===== src/rtl/instr_fetch_unit_if.sv =====
// Fetch-unit bundle: instruction-memory request side plus the decode-facing valid/ready stream.
// master = fetch unit, slave = memory/decode environment.
interface instr_fetch_unit_if #(
    parameter int unsigned ADDR_WIDTH = 32,
    parameter int unsigned DATA_WIDTH = 32
);
    logic [ADDR_WIDTH-1:0] imem_addr;
    logic [DATA_WIDTH-1:0] imem_rdata;
    logic                  imem_req;
    logic                  redirect_valid;
    logic [ADDR_WIDTH-1:0] redirect_pc;
    logic                  halt;
    logic                  inst_valid;
    logic                  inst_ready;
    logic [DATA_WIDTH-1:0] inst_data;
    logic [ADDR_WIDTH-1:0] inst_pc;

    modport master (
        output imem_addr, imem_req, inst_valid, inst_data, inst_pc,
        input  imem_rdata, redirect_valid, redirect_pc, halt, inst_ready
    );

    modport slave (
        input  imem_addr, imem_req, inst_valid, inst_data, inst_pc,
        output imem_rdata, redirect_valid, redirect_pc, halt, inst_ready
    );
endinterface


===== src/rtl/instr_fetch_unit.sv =====
// PC + prefetch FIFO: one word fetched per cycle, visible to decode one cycle after capture; fetch stalls when full or halted.
// Redirect flushes and overrides all. IFU_PERF_CNT_EN adds perf_fetch_cnt / perf_stall_cnt outputs.
module instr_fetch_unit #(
    parameter int unsigned           ADDR_WIDTH = 32,
    parameter int unsigned           DATA_WIDTH = 32,
    parameter int unsigned           FIFO_DEPTH = 4,
    parameter logic [ADDR_WIDTH-1:0] RESET_PC   = '0,
    parameter int unsigned           PC_STEP    = 1
) (
    input  logic               clk,
    input  logic               rst_n,
`ifdef IFU_PERF_CNT_EN
    output logic [31:0]        perf_fetch_cnt,
    output logic [31:0]        perf_stall_cnt,
`endif
    instr_fetch_unit_if.master bus
);
    localparam int unsigned PTR_W = $clog2(FIFO_DEPTH);
    localparam int unsigned CNT_W = PTR_W + 1;

    logic [ADDR_WIDTH-1:0] pc_q, pc_d;
    logic [PTR_W-1:0]      wr_ptr_q, wr_ptr_d;
    logic [PTR_W-1:0]      rd_ptr_q, rd_ptr_d;
    logic [CNT_W-1:0]      count_q, count_d;
    logic [ADDR_WIDTH-1:0] pc_mem_q  [FIFO_DEPTH];
    logic [ADDR_WIDTH-1:0] pc_mem_d  [FIFO_DEPTH];
    logic [DATA_WIDTH-1:0] dat_mem_q [FIFO_DEPTH];
    logic [DATA_WIDTH-1:0] dat_mem_d [FIFO_DEPTH];

    logic empty, full, push, pop;

    assign empty = (count_q == '0);
    assign full  = (count_q == CNT_W'(FIFO_DEPTH));
    // rst_n gates the request so memory sees no fetch while reset is held.
    assign push  = rst_n & ~bus.redirect_valid & ~bus.halt & ~full;
    assign pop   = ~bus.redirect_valid & ~empty & bus.inst_ready;

    assign bus.imem_addr  = pc_q;
    assign bus.imem_req   = push;
    assign bus.inst_valid = ~empty;
    assign bus.inst_data  = empty ? '0 : dat_mem_q[rd_ptr_q];
    assign bus.inst_pc    = empty ? '0 : pc_mem_q[rd_ptr_q];

    always_comb begin
        pc_d      = pc_q;
        wr_ptr_d  = wr_ptr_q;
        rd_ptr_d  = rd_ptr_q;
        count_d   = count_q;
        pc_mem_d  = pc_mem_q;
        dat_mem_d = dat_mem_q;
        if (bus.redirect_valid) begin
            pc_d     = bus.redirect_pc;
            wr_ptr_d = '0;
            rd_ptr_d = '0;
            count_d  = '0;
        end else begin
            if (push) begin
                pc_mem_d[wr_ptr_q]  = pc_q;
                dat_mem_d[wr_ptr_q] = bus.imem_rdata;
                wr_ptr_d            = wr_ptr_q + PTR_W'(1);
                pc_d                = pc_q + ADDR_WIDTH'(PC_STEP);
            end
            if (pop) begin
                rd_ptr_d = rd_ptr_q + PTR_W'(1);
            end
            count_d = count_q + CNT_W'(push) - CNT_W'(pop);
        end
    end

    always_ff @(posedge clk or negedge rst_n) begin
        if (!rst_n) begin
            pc_q      <= RESET_PC;
            wr_ptr_q  <= '0;
            rd_ptr_q  <= '0;
            count_q   <= '0;
            pc_mem_q  <= '{default: '0};
            dat_mem_q <= '{default: '0};
        end else begin
            pc_q      <= pc_d;
            wr_ptr_q  <= wr_ptr_d;
            rd_ptr_q  <= rd_ptr_d;
            count_q   <= count_d;
            pc_mem_q  <= pc_mem_d;
            dat_mem_q <= dat_mem_d;
        end
    end

`ifdef IFU_PERF_CNT_EN
    logic [31:0] perf_fetch_q, perf_fetch_d;
    logic [31:0] perf_stall_q, perf_stall_d;

    always_comb begin
        perf_fetch_d = perf_fetch_q + 32'(push);
        perf_stall_d = perf_stall_q + 32'(empty & bus.inst_ready);
    end

    always_ff @(posedge clk or negedge rst_n) begin
        if (!rst_n) begin
            perf_fetch_q <= '0;
            perf_stall_q <= '0;
        end else begin
            perf_fetch_q <= perf_fetch_d;
            perf_stall_q <= perf_stall_d;
        end
    end

    assign perf_fetch_cnt = perf_fetch_q;
    assign perf_stall_cnt = perf_stall_q;
`endif
endmodule


===== src/flat_wrapper.sv =====
// flat-port wrapper written by rule: the top's interface ports become plain ports
module instr_fetch_unit_flat 
#(
    parameter int unsigned           ADDR_WIDTH = 32,
    parameter int unsigned           DATA_WIDTH = 32,
    parameter int unsigned           FIFO_DEPTH = 4,
    parameter logic [ADDR_WIDTH-1:0] RESET_PC   = '0,
    parameter int unsigned           PC_STEP    = 1
)
  (clk, rst_n, bus_imem_addr, bus_imem_req, bus_inst_valid, bus_inst_data, bus_inst_pc, bus_imem_rdata, bus_redirect_valid, bus_redirect_pc, bus_halt, bus_inst_ready);
  instr_fetch_unit_if #(.ADDR_WIDTH(ADDR_WIDTH), .DATA_WIDTH(DATA_WIDTH)) bus_i ();
  input  logic clk;
  input  logic rst_n;
  output wire logic [$bits(bus_i.imem_addr)-1:0] bus_imem_addr;
  output wire logic [$bits(bus_i.imem_req)-1:0] bus_imem_req;
  output wire logic [$bits(bus_i.inst_valid)-1:0] bus_inst_valid;
  output wire logic [$bits(bus_i.inst_data)-1:0] bus_inst_data;
  output wire logic [$bits(bus_i.inst_pc)-1:0] bus_inst_pc;
  input wire logic [$bits(bus_i.imem_rdata)-1:0] bus_imem_rdata;
  input wire logic [$bits(bus_i.redirect_valid)-1:0] bus_redirect_valid;
  input wire logic [$bits(bus_i.redirect_pc)-1:0] bus_redirect_pc;
  input wire logic [$bits(bus_i.halt)-1:0] bus_halt;
  input wire logic [$bits(bus_i.inst_ready)-1:0] bus_inst_ready;
  assign bus_imem_addr = bus_i.imem_addr;
  assign bus_imem_req = bus_i.imem_req;
  assign bus_inst_valid = bus_i.inst_valid;
  assign bus_inst_data = bus_i.inst_data;
  assign bus_inst_pc = bus_i.inst_pc;
  assign bus_i.imem_rdata = bus_imem_rdata;
  assign bus_i.redirect_valid = bus_redirect_valid;
  assign bus_i.redirect_pc = bus_redirect_pc;
  assign bus_i.halt = bus_halt;
  assign bus_i.inst_ready = bus_inst_ready;
  instr_fetch_unit #(.ADDR_WIDTH(ADDR_WIDTH), .DATA_WIDTH(DATA_WIDTH), .FIFO_DEPTH(FIFO_DEPTH), .RESET_PC(RESET_PC), .PC_STEP(PC_STEP)) u_core (.clk(clk), .rst_n(rst_n), .bus(bus_i));
endmodule

===== config.mk =====
export PLATFORM = sky130hd
export DESIGN_NAME = instr_fetch_unit_flat
export DESIGN_NICKNAME = d
export VERILOG_FILES = /design/src/rtl/instr_fetch_unit_if.sv /design/src/rtl/instr_fetch_unit.sv /design/src/flat_wrapper.sv
export SDC_FILE = /design/constraint.sdc
export NUM_CORES = 1
export LEC_CHECK = 0
export BUFFER_PORTS_ARGS = -buffer_cell sky130_fd_sc_hd__buf_4
export CORE_MARGIN = 2
export CORE_UTILIZATION = 48
export DETAILED_ROUTE_END_ITERATION = 6
export PLACE_DENSITY = 0.68
export SYNTH_ARGS = -nofsm -noshare
export SYNTH_HDL_FRONTEND = slang
export SYNTH_SLANG_ARGS = --single-unit

===== constraint.sdc =====
create_clock -name clk -period 6.9 [get_ports clk]
set_input_delay 0.345 -clock clk [delete_from_list [all_inputs] [get_ports clk]]
set_output_delay 0.345 -clock clk [all_outputs]
set_load 0.02 [all_outputs]

==> results of run 1 <==
## state kept, by name, indices dropped and copies added (netlist names)
name and cells:
u_core.dat_mem_q 128, u_core.count_q 3, u_core.rd_ptr_q 2, u_core.bus.imem_addr 32
u_core.wr_ptr_q 2, u_core.pc_mem_q 128
## placed cells by master (no fill, tap or decap), drive strengths merged, types with 2 or more instances in the layout
cell / netlist / routed
nand4: 7 / 7
inv: 8 / 8
nand4b: 2 / 2
buf: 51 / 175
a41oi: 4 / 4
and2: 72 / 72
a221o: 3 / 3
or4: 2 / 2
diode: 0 / 2
nor4: 3 / 3
nor3b: 2 / 2
dfrtp: 295 / 295
a21oi: 3 / 3
a32oi: 4 / 4
clkbuf: 23 / 54
nor2: 18 / 18
bufinv: 0 / 4
mux4: 64 / 64
or3: 6 / 6
and3: 6 / 6
a22oi: 4 / 4
o211ai: 11 / 11
o21ai: 26 / 26
ha: 7 / 7
mux2: 248 / 248
nand3: 25 / 25
a21o: 2 / 2
xor2: 4 / 4
and4: 3 / 3
a31oi: 2 / 2
nand2: 57 / 57
o311ai: 8 / 8
## synth_stat cells, types with 6 or more instances
master,instances,share of area (%)
mux2_1,57,4.6
o21ai_0,23,0.83
dfrtp_1,295,53
nor2_1,17,0.46
and3_1,6,0.27
buf_2,22,0.79
mux2_2,191,16
and2_1,70,3.2
buf_4,18,0.97
mux4_2,64,10
or3_1,6,0.27
o311ai_0,7,0.44
nand2_1,56,1.5
nand4_1,6,0.27
clkbuf_1,23,0.62
ha_1,7,0.63
buf_6,7,0.57
o211ai_1,11,0.60
inv_1,7,0.19
nand3_1,23,0.83
## logic make-up after synthesis
group / count (synthesis)
compound gates: 71
xor+xnor: 5
fa+ha+maj: 8
buf+inv: 82
flops: 295
mux: 313
simple gates: 207
## critical path, stage by stage (launching register included)
cell     delay [ns]
dfrtp_4        0.94
buf_4          0.66
mux4_2         0.61
and2_1         0.18
buf_4          0.15
## how the worst min path moves through the flow
stage,startpoint,endpoint,slack (ns)
after floorplan,rst_n,u_core.bus.imem_addr[0],0.05
after global placement,rst_n,u_core.dat_mem_q[118],0.38
after detailed placement,rst_n,u_core.dat_mem_q[118],0.37
after CTS,bus_redirect_pc[21],u_core.bus.imem_addr[21],0.03
after global routing,bus_redirect_pc[21],u_core.bus.imem_addr[21],0.04
final,bus_redirect_pc[21],u_core.bus.imem_addr[21],0.04
## per-stage QoR
| stage | instances | hold slack, ns | setup slack (ns) | utilization [%] |
|---|---|---|---|---|
| global route | 1527 | 0.0369 | 3.25 | 57.7 |
| global placement | 1466 | 0.383 | 3.70 | 53.5 |
| CTS | 1527 | 0.0318 | 3.38 | 57.7 |
| detailed placement | 1466 | 0.372 | 3.57 | 53.5 |
| floorplan | 981 | 0.0494 | 4.35 | - |
| finish | 1529 | 0.0441 | 3.50 | 57.7 |
## repair_timing
| item | CTS | global route |
|---|---|---|
| setup endpoints to repair | 0 | 0 |
| hold buffers | 1 | 0 |
| endpoints found under the hold margin | 81 | 0 |
## per-layer routing
metal / routed length, um / track usage, %
met2: 14700 / 33.4
met5: 13 / 0
met4: 579 / 5.57
met1: 13900 / 29.9
met3: 1700 / 3.96
## power groups by stage
stage	combinational (uW)	sequential, uW	clock (uW)
after floorplan	1540	2460	0
after global placement	2130	2600	0
after detailed placement	2170	2620	0
after CTS	2170	2590	1920
after global routing	2300	2670	1990
final	2130	2590	1870
## final cells by class
class | instances | share of cell area, %
Antenna cell | 2 | 0.0304
Tap cell | 384 | 2.92
Sequential cell | 295 | 44.8
Timing Repair Buffer | 176 | 8.08
Clock inverter | 6 | 0.805
Multi-Input combinational cell | 604 | 36.8
Clock buffer | 54 | 6.37
Inverter | 8 | 0.182
==> results.txt, run 1 <==
Switching power -> 1980 uW
Sw frac -> 30.0%
TritonCTS Buffers -> 34
Power per cell area -> 400 nW/um2
Synth Net Count -> 1058
Final setup violation count -> 0
Critical R2R Launch -> u_core.count_q[1]
Number of vias per cell -> 5.66
RSZ-0062 raised after global routing -> false
EDFF count, synth -> 0
Top FF cell, synth -> dfrtp_1
Leakage -> 0.00773 uW
GRT Util Overall -> 21.0%
Area of the multi-input gates -> 6060 um2
Synthesis-to-finish area growth -> 18.9%
Max Root-Sink Buffers -> 3
Arrival @ worst endpoint -> 3.06 ns
Die area -> 30300 um2
Initial core utilization -> 48.6%
Critical path type -> reg -> out
Mux cell area share after synthesis -> 30.6%
Synth Area per Inst -> 14.1 um2
HP Class -> in -> reg
First DRT Iteration DRCs -> 451
Reg clk slew, reported paths -> 0.06 ns
Setup TNS -> 0 ns
Reg2Reg Depth -> 12
Achievable Freq -> 294 MHz
Pint -> 4620 uW
Worst-Margin Slew -> 1.11 ns
Synth Area in XOR/XNOR -> 0.316%
Cell Area, Synth -> 13900 um2
Share of cells above drive strength 1 -> 43.3%
Share of power burned in registers -> 39.3%
Hold path cells -> 3
Combinational Power Share -> 32.3%
Top Ports -> 167
Min cycle time layout -> 3.40 ns
R2r setup slk -> 3.77 ns
# H-tree levels -> 2
Final GP Congestion -> 0.797
Setup Buffers After CTS -> 0
Fillcell total -> 2358
Status -> completed
Synth Area in Simple Gates -> 8.23%
Max-Cap Viols -> 0
DP HPWL -> 18300 um
Ys Warns -> 0
CTS tree -> yes
Crit. Startpoint -> u_core.rd_ptr_q[0]
Rows -> 62
Post-synthesis register bit count -> 295
Post-route DRC -> 0
Clock sink count -> 295
Iteration count of the initial detailed-routing pass -> 5
Die width -> 174 um
Synth Area in Compound Gates -> 3.53%
Antenna violations before repair -> 2
Final nets -> 1196
FF+latch area -> 7390 um2
Worst Path Required -> 6.55 ns
Max IR drop VDD -> 0.218 mV
Port Buf Inserts -> 166
Sequential share of the synthesized area -> 53.2%
Worst rel slew slack -> 26.0%
Worst setup path endpoint -> bus_inst_pc[22]
CP endpoint kind -> primary output
Post-Syn Instances -> 981
Clock Skew -> 0.0132 ns
DR vias -> 8655
Largest family of logic cells by synthesized area -> multiplexers
Post-route clock period utilization -> 49.3%
Fin. max-slew vios -> 0
WL/cell -> 20.2 um
Core Region -> 28500 um2
Post-CTS sizing -> 0
Largest net degree at the start of global routing -> 85
Adder-Cell Fraction of Synth Area -> 0.776%
Post-Layout Inst Area -> 16500 um2
Total routed wirelength -> 30800 um
Overflow after GRT -> 0
Hold Vio Cnt, Final -> 0
Vias in the first global route -> 8944
Clk pwr share -> 28.4%
Chip height -> 174 um
Max FO, Critical Path -> 37
Synth unique cells -> 55
First-pass GRT wire length -> 50200 um
FFs w/ async S/R, synth -> 100%
Later-pin clock latency in the skew report -> 0.50 ns
End of the worst register-to-register path -> u_core.count_q[2]
Total power -> 6600 uW
Area post-placement -> 15300 um2
Clk root buf -> clkbuf_16
Antenna viol nets, final -> 0
Worst Setup Start Kind -> flip-flop
No activity file was read; power rests on OpenSTA's default activity.
==> run 2, diff against run 1 <==
--- a/config.mk
+++ b/config.mk
@@ -9,7 +9,7 @@
 export CORE_MARGIN = 2
 export CORE_UTILIZATION = 48
 export DETAILED_ROUTE_END_ITERATION = 6
-export PLACE_DENSITY = 0.68
+export PLACE_DENSITY = 0.7
 export SYNTH_ARGS = -nofsm -noshare
 export SYNTH_HDL_FRONTEND = slang
 export SYNTH_SLANG_ARGS = --single-unit
==> constraint.sdc (replaced) <==
create_clock -name clk -period 3.1 [get_ports clk]
set_input_delay 0.155 -clock clk [delete_from_list [all_inputs] [get_ports clk]]
set_output_delay 0.155 -clock clk [all_outputs]
set_load 0.02 [all_outputs]
==> run 2 against run 1 <==
Net effect:
- non-clock buffer count is 82 higher
- register-to-register slack worse by 3.2 ns
- clock skew is 0.0019 ns higher
- combinational power is 140% higher
- via count is 5.2% higher
- highest routed layer is now met4
- first-iteration DRC count is 12% higher
- critical endpoint is now bus_inst_data[23]
==> results.txt, run 2 (synthesis gave the netlist of run 1 again) <==
Status -> completed
Antenna violations before repair -> 1 (-1)
Dpl cells -> 1484 (+1.2%)
Critical path type -> reg -> out
Top Ports -> 167 (unchanged)
DR vias -> 9101 (+5.2%)
Worst-path cell chain -> buf_4 > mux4_2 > and2_1 > buf_4
Die area -> 30300 um2 (unchanged)
# H-tree levels -> 2 (unchanged)
Total power -> 14500 uW (+120%)
Hold Vio Cnt, Final -> 0 (unchanged)
Final worst slack -> 0.433 ns (-3.07 ns)
CP endpoint kind -> primary output
First DRT Iteration DRCs -> 506 (+12%)
Clk root buf -> clkbuf_16
Cell Count, Final, Fillers Out -> 1608 (+5.2%)
Setup TNS -> 0 ns (unchanged)
CP most frequent cell -> buf_4
First-pass GRT wire length -> 52500 um (+4.7%)
Worst rel slew slack -> 45.0% (+19 points)
# diodes -> 0 (-2)
Chip height -> 174 um (unchanged)
Arrival @ worst endpoint -> 2.51 ns (-0.55 ns)
Port Buf Inserts -> 166 (unchanged)
Commonest non-fill, non-tap cell in the layout -> dfrtp_1
Worst Path Required -> 2.94 ns (-3.61 ns)
Vias in the first global route -> 9653 (+7.9%)
Leakage -> 0.00807 uW (+4.4%)
Initial core utilization -> 48.6% (unchanged)
Reg clk slew, reported paths -> 0.06 ns (about the same)
Later-pin clock latency in the skew report -> 0.50 ns (about the same)
Leading cell types in the layout, fill and taps excluded -> dfrtp_1 (293), mux2_2 (191), buf_4 (185), and2_1 (70), dlygate4sd3_1 (65)
Fin. max-slew vios -> 0 (unchanged)
CTS tree -> yes
Worst-Margin Slew -> 0.825 ns (-0.284 ns)
Max Root-Sink Buffers -> 3 (unchanged)
Worst path top cell family by delay -> flip-flops
Fillcell total -> 2249 (-4.6%)
TritonCTS Buffers -> 34 (unchanged)
RSZ-0062 raised after global routing -> false
Post-CTS sizing -> 0 (unchanged)
Max FO, Critical Path -> 22 (-41%)
WL/cell -> 20.2 um (+0.34%)
Min cycle time layout -> 2.67 ns
Rows -> 62 (unchanged)
WP buf/inv -> 2 (unchanged)
Total routed wirelength -> 32600 um (+5.5%)
HP Class -> in -> reg
Number of vias per cell -> 5.66 (about the same)
Core Region -> 28500 um2 (unchanged)
Iteration count of the initial detailed-routing pass -> 6 (+1)
Max IR drop VDD -> 0.437 mV (+100%)
GRT Util Overall -> 21.9% (+0.96 points)
Post-route clock period utilization -> 86.0%
Die width -> 174 um (unchanged)
Final nets -> 1278 (+6.9%)
Worst Setup Start Kind -> flip-flop
Antenna viol nets, final -> 0 (unchanged)
Achievable Freq -> 375 MHz
Overflow after GRT -> 0 (unchanged)
Largest net degree at the start of global routing -> 132 (+55%)
Post-route DRC -> 0 (unchanged)
DP HPWL -> 20300 um (+11%)
Final GP Congestion -> 0.817 (+2.5%)
Setup WS pre-CTS -> 0.631 ns (-2.94 ns)
Worst-path cell with the longest stage delay -> dfrtp_4
Synthesis-to-finish area growth -> 24.3%
Crit path largest cell delay -> 0.75 ns (-0.19 ns)
Clock sink count -> 295 (unchanged)
Clock Skew -> 0.0150 ns (+0.00186 ns)
Max-Cap Viols -> 0 (unchanged)
Share of cells above drive strength 1 -> 41.6% (-1.7 points)
Min Hold Slack -> 0.0233 ns (-0.0208 ns)
Power per cell area -> 844 nW/um2 (+110%)
Final setup violation count -> 0 (unchanged)
## run 2: changes by cell type in the layout (fill, tap and decap cells not counted), sizes merged
cell / previous run / this run
dlygate4sd3: 1 / 65
clkbuf: 54 / 57
buf: 175 / 193
bufinv: 4 / 0
clkinvlp: 1 / 0
diode: 2 / 0
clkinv: 1 / 2
## run 2: repair_timing
item / in CTS / in global routing
endpoints found under the setup margin: 0 / 0
buffers inserted: 0 / 0
hold endpoints to repair: 195 / 0
hold buffers: 65 / 0
## run 2: through the flow
step,cell area (um2),util [%]
after global routing,17200,60.3
after floorplan,13900,-
final,17200,60.3
after CTS,17200,60.3
after global placement,15500,54.3
after detailed placement,15500,54.3
## run 2: final cells by class
cell class                      instances  area [um2]  share of cell area (%)
Clock buffer                           57        1060                    6.16
Clock inverter                          2        10.0                  0.0581
Inverter                                8        30.0                   0.174
Multi-Input combinational cell        604        6060                    35.2
Sequential cell                       295        7390                    42.9
Tap cell                              384         480                    2.79
Timing Repair Buffer                  258        2190                    12.7
## run 2: routing by layer
| metal | track usage, % | wire, um |
|---|---|---|
| met1 | 31.0 | 14800 |
| met2 | 35.4 | 15600 |
| met3 | 3.39 | 1390 |
| met4 | 6.62 | 730 |
| met5 | 0 | 0 |
## run 2: worst min-delay path, stage by stage
cell,delay (ns)
buf_4,0.08
nand2_1,0.06
xor2_1,0.13
nor2_1,0.05
## run 2: worst paths after layout
kind | slack [ns] | cells after the start | end | start
min | 0.02 | 4 | u_core.rd_ptr_q[0] | bus_inst_ready
max reg2reg | 0.62 | 11 | u_core.count_q[2] | u_core.count_q[1]
max | 0.43 | 4 | bus_inst_data[23] | u_core.rd_ptr_q[0]
min in group asynchronous | 0.14 | 2 | u_core.dat_mem_q[37] | rst_n
min reg2reg | 0.47 | 2 | u_core.pc_mem_q[118] | u_core.pc_mem_q[118]
max in group asynchronous | 1.79 | 3 | u_core.rd_ptr_q[1] | rst_n
## run 2: power breakdown
group | leakage, uW | total (uW) | switching [uW] | internal, uW
logic | 0.00372 | 5010 | 2250 | 2750
registers | 0.00383 | 5710 | 731 | 4980
clock network | 0.000523 | 3820 | 1500 | 2320
total | 0.00807 | 14500 | 4490 | 10000
==> run 3, diff against run 2 <==
--- a/config.mk
+++ b/config.mk
@@ -7,9 +7,10 @@
 export LEC_CHECK = 0
 export BUFFER_PORTS_ARGS = -buffer_cell sky130_fd_sc_hd__buf_4
 export CORE_MARGIN = 2
-export CORE_UTILIZATION = 48
+export CORE_UTILIZATION = 53
 export DETAILED_ROUTE_END_ITERATION = 6
-export PLACE_DENSITY = 0.7
+export PLACE_DENSITY = 0.78
+export SETUP_SLACK_MARGIN = 0.3
 export SYNTH_ARGS = -nofsm -noshare
 export SYNTH_HDL_FRONTEND = slang
 export SYNTH_SLANG_ARGS = --single-unit
==> run 3 against run 2 <==
Net effect:
- power is 0.66% lower
- maximum frequency increased by 4.7%
- register-to-register slack improved by 0.05 ns
- largest cell class unchanged
- largest power group unchanged
- highest routed layer unchanged
==> results.txt, run 3 (synthesis gave the netlist of run 1 again) <==
Status -> completed
Worst Setup Start Kind -> flip-flop
DP HPWL -> 19800 um (-2.1%)
First DRT Iteration DRCs -> 746 (+47%)
Core Region -> 25800 um2 (-9.5%)
Clk root buf -> clkbuf_16
RSZ-0062 raised after global routing -> false
Min Hold Slack -> 0.0101 ns (-0.0132 ns)
Later-pin clock latency in the skew report -> 0.55 ns (+0.05 ns)
Port Buf Inserts -> 166 (unchanged)
Total routed wirelength -> 32300 um (-0.71%)
First-pass GRT wire length -> 53300 um (+1.4%)
DR vias -> 9131 (+0.33%)
Area post-placement -> 15400 um2 (-0.51%)
Overflow after GRT -> 0 (unchanged)
CTS tree -> yes
Initial core utilization -> 53.7% (+5.1 points)
Max IR drop VDD -> 0.530 mV (+21%)
HP Class -> in -> async
Total power -> 14400 uW (-0.66%)
TritonCTS Buffers -> 31 (-8.8%)
FF+latch area -> 7390 um2 (unchanged)
Final GP Congestion -> 0.792 (-3.0%)
Min cycle time layout -> 2.55 ns (-0.121 ns)
Crit path largest cell delay -> 0.61 ns (-0.14 ns)
Cell Count, Final, Fillers Out -> 1550 (-3.6%)
Rows -> 59 (-4.8%)
Clock Skew -> 0.0142 ns (-0.000787 ns)
Hold Vio Cnt, Final -> 0 (unchanged)
Setup TNS -> 0 ns (unchanged)
Reg clk slew, reported paths -> 0.06 ns (about the same)
Iteration count of the initial detailed-routing pass -> 5 (-1)
Setup Buffers After CTS -> 0 (unchanged)
Share of cells above drive strength 1 -> 41.7% (+0.095 points)
Post-Layout Inst Area -> 17100 um2 (-0.63%)
WL/cell -> 20.9 um (+3.0%)
Final setup violation count -> 0 (unchanged)
Fillcell total -> 1861 (-17%)
Max Root-Sink Buffers -> 3 (unchanged)
Antenna viol nets, final -> 0 (unchanged)
Area of the multi-input gates -> 6060 um2 (unchanged)
Leakage -> 0.00804 uW (-0.42%)
Achievable Freq -> 393 MHz (+4.7%)
Antenna violations before repair -> 1 (unchanged)
Worst-Margin Slew -> 0.977 ns (+0.151 ns)
Power per cell area -> 844 nW/um2 (about the same)
CP endpoint kind -> primary output
Worst rel slew slack -> 34.9% (-10 points)
Die area -> 27500 um2 (-9.2%)
Chip height -> 166 um (-4.7%)
Worst-path cell with the longest stage delay -> dfrtp_4
Die width -> 166 um (-4.7%)
Synthesis-to-finish area growth -> 23.5%
Worst-path cell chain -> buf_12 > mux4_2 > and2_1 > buf_4
Critical path type -> reg -> out
Fin. max-slew vios -> 0 (unchanged)
Max FO, Critical Path -> 32 (+45%)
Clock sink count -> 295 (unchanged)
WP buf/inv -> 2 (unchanged)
Dpl cells -> 1431 (-3.6%)
Largest net degree at the start of global routing -> 153 (+16%)
Worst Path Required -> 2.94 ns (about the same)
Vias in the first global route -> 9694 (+0.42%)
Commonest non-fill, non-tap cell in the layout -> dfrtp_1
Leading cell types in the layout, fill and taps excluded -> dfrtp_1 (293), mux2_2 (191), buf_4 (180), and2_1 (70), dlygate4sd3_1 (66)
Top Ports -> 167 (unchanged)
Final nets -> 1272 (-0.47%)
Number of vias per cell -> 5.89 (+4.1%)
# H-tree levels -> 1 (-1)
Worst path top cell family by delay -> flip-flops
Arrival @ worst endpoint -> 2.39 ns (-0.12 ns)
GRT Util Overall -> 23.9% (+2.0 points)
Post-route clock period utilization -> 82.1% (-3.9 points)
Max-Cap Viols -> 0 (unchanged)
Post-route DRC -> 0 (unchanged)
[run 3: changes by cell type in the layout (fill, tap and decap cells not counted), sizes merged]
| cell | before | now |
|---|---|---|
| dlygate4sd3 | 65 | 66 |
| clkinv | 2 | 1 |
| bufinv | 0 | 2 |
| clkbuf | 57 | 49 |
| diode | 0 | 1 |
| buf | 193 | 189 |
[run 3: metal layers]
layer  GRT usage, %  vias up  part of all wire, %
met5              0        -                    0
met4           6.16        0                  2.5
met3           3.65       65                  4.8
met2           39.8      267                   49
met1           33.4     4788                   43
li1               -     4011                    -
[run 3: metrics by stage]
step | util (%) | setup slack, ns
finish | 66.3 | 0.554
global route | 66.3 | 0.431
CTS | 66.2 | 0.493
detailed placement | 59.7 | 0.651
global placement | 59.7 | 0.688
floorplan | - | 0.548
[run 3: what timing repair did]
item / CTS / global route
endpoints found under the hold margin: 379 / 0
hold buffers: 66 / 0
gates resized for setup: 0 / 0
setup endpoints to repair: 0 / 0
[run 3: cell type report]
class	instances	share of cell area, %
antenna	1	0.0146
clock buffer	49	5.63
clock inverter	3	0.380
inverter	8	0.175
multi-input combinational	604	35.4
sequential	295	43.2
tap	335	2.45
timing repair buffer	255	12.8
[run 3: final timing paths]
check                      slack (ns)              endpoint                start  depth (start not counted)
max                              0.55       bus_inst_pc[21]   u_core.rd_ptr_q[0]                          4
min                              0.01  u_core.dat_mem_q[71]                rst_n                          2
max reg2reg                      0.67     u_core.count_q[2]    u_core.count_q[1]                         11
min reg2reg                      0.47   u_core.pc_mem_q[86]  u_core.pc_mem_q[86]                          2
max in group asynchronous        1.19   u_core.pc_mem_q[17]                rst_n                          4
min in group clk                 0.21     u_core.count_q[2]   bus_redirect_valid                          3
[run 3: where the power goes]
part / total, uW / leakage [uW] / internal [uW] / switching [uW]
clock network: 3710 / 0.000508 / 2260 / 1440
registers: 5710 / 0.00383 / 4980 / 730
logic: 5030 / 0.00370 / 2760 / 2270
[run 3: worst register-to-register path, stage by stage (launching register included)]
cell and delay [ns]:
dfrtp_1 0.43, or3_2 0.48, nand2_1 0.11, nor2_1 0.05
ha_1 0.29, inv_1 0.05, ha_1 0.13, inv_1 0.05
fa_1 0.37, xor2_1 0.17, xnor2_1 0.14, nor2_1 0.05
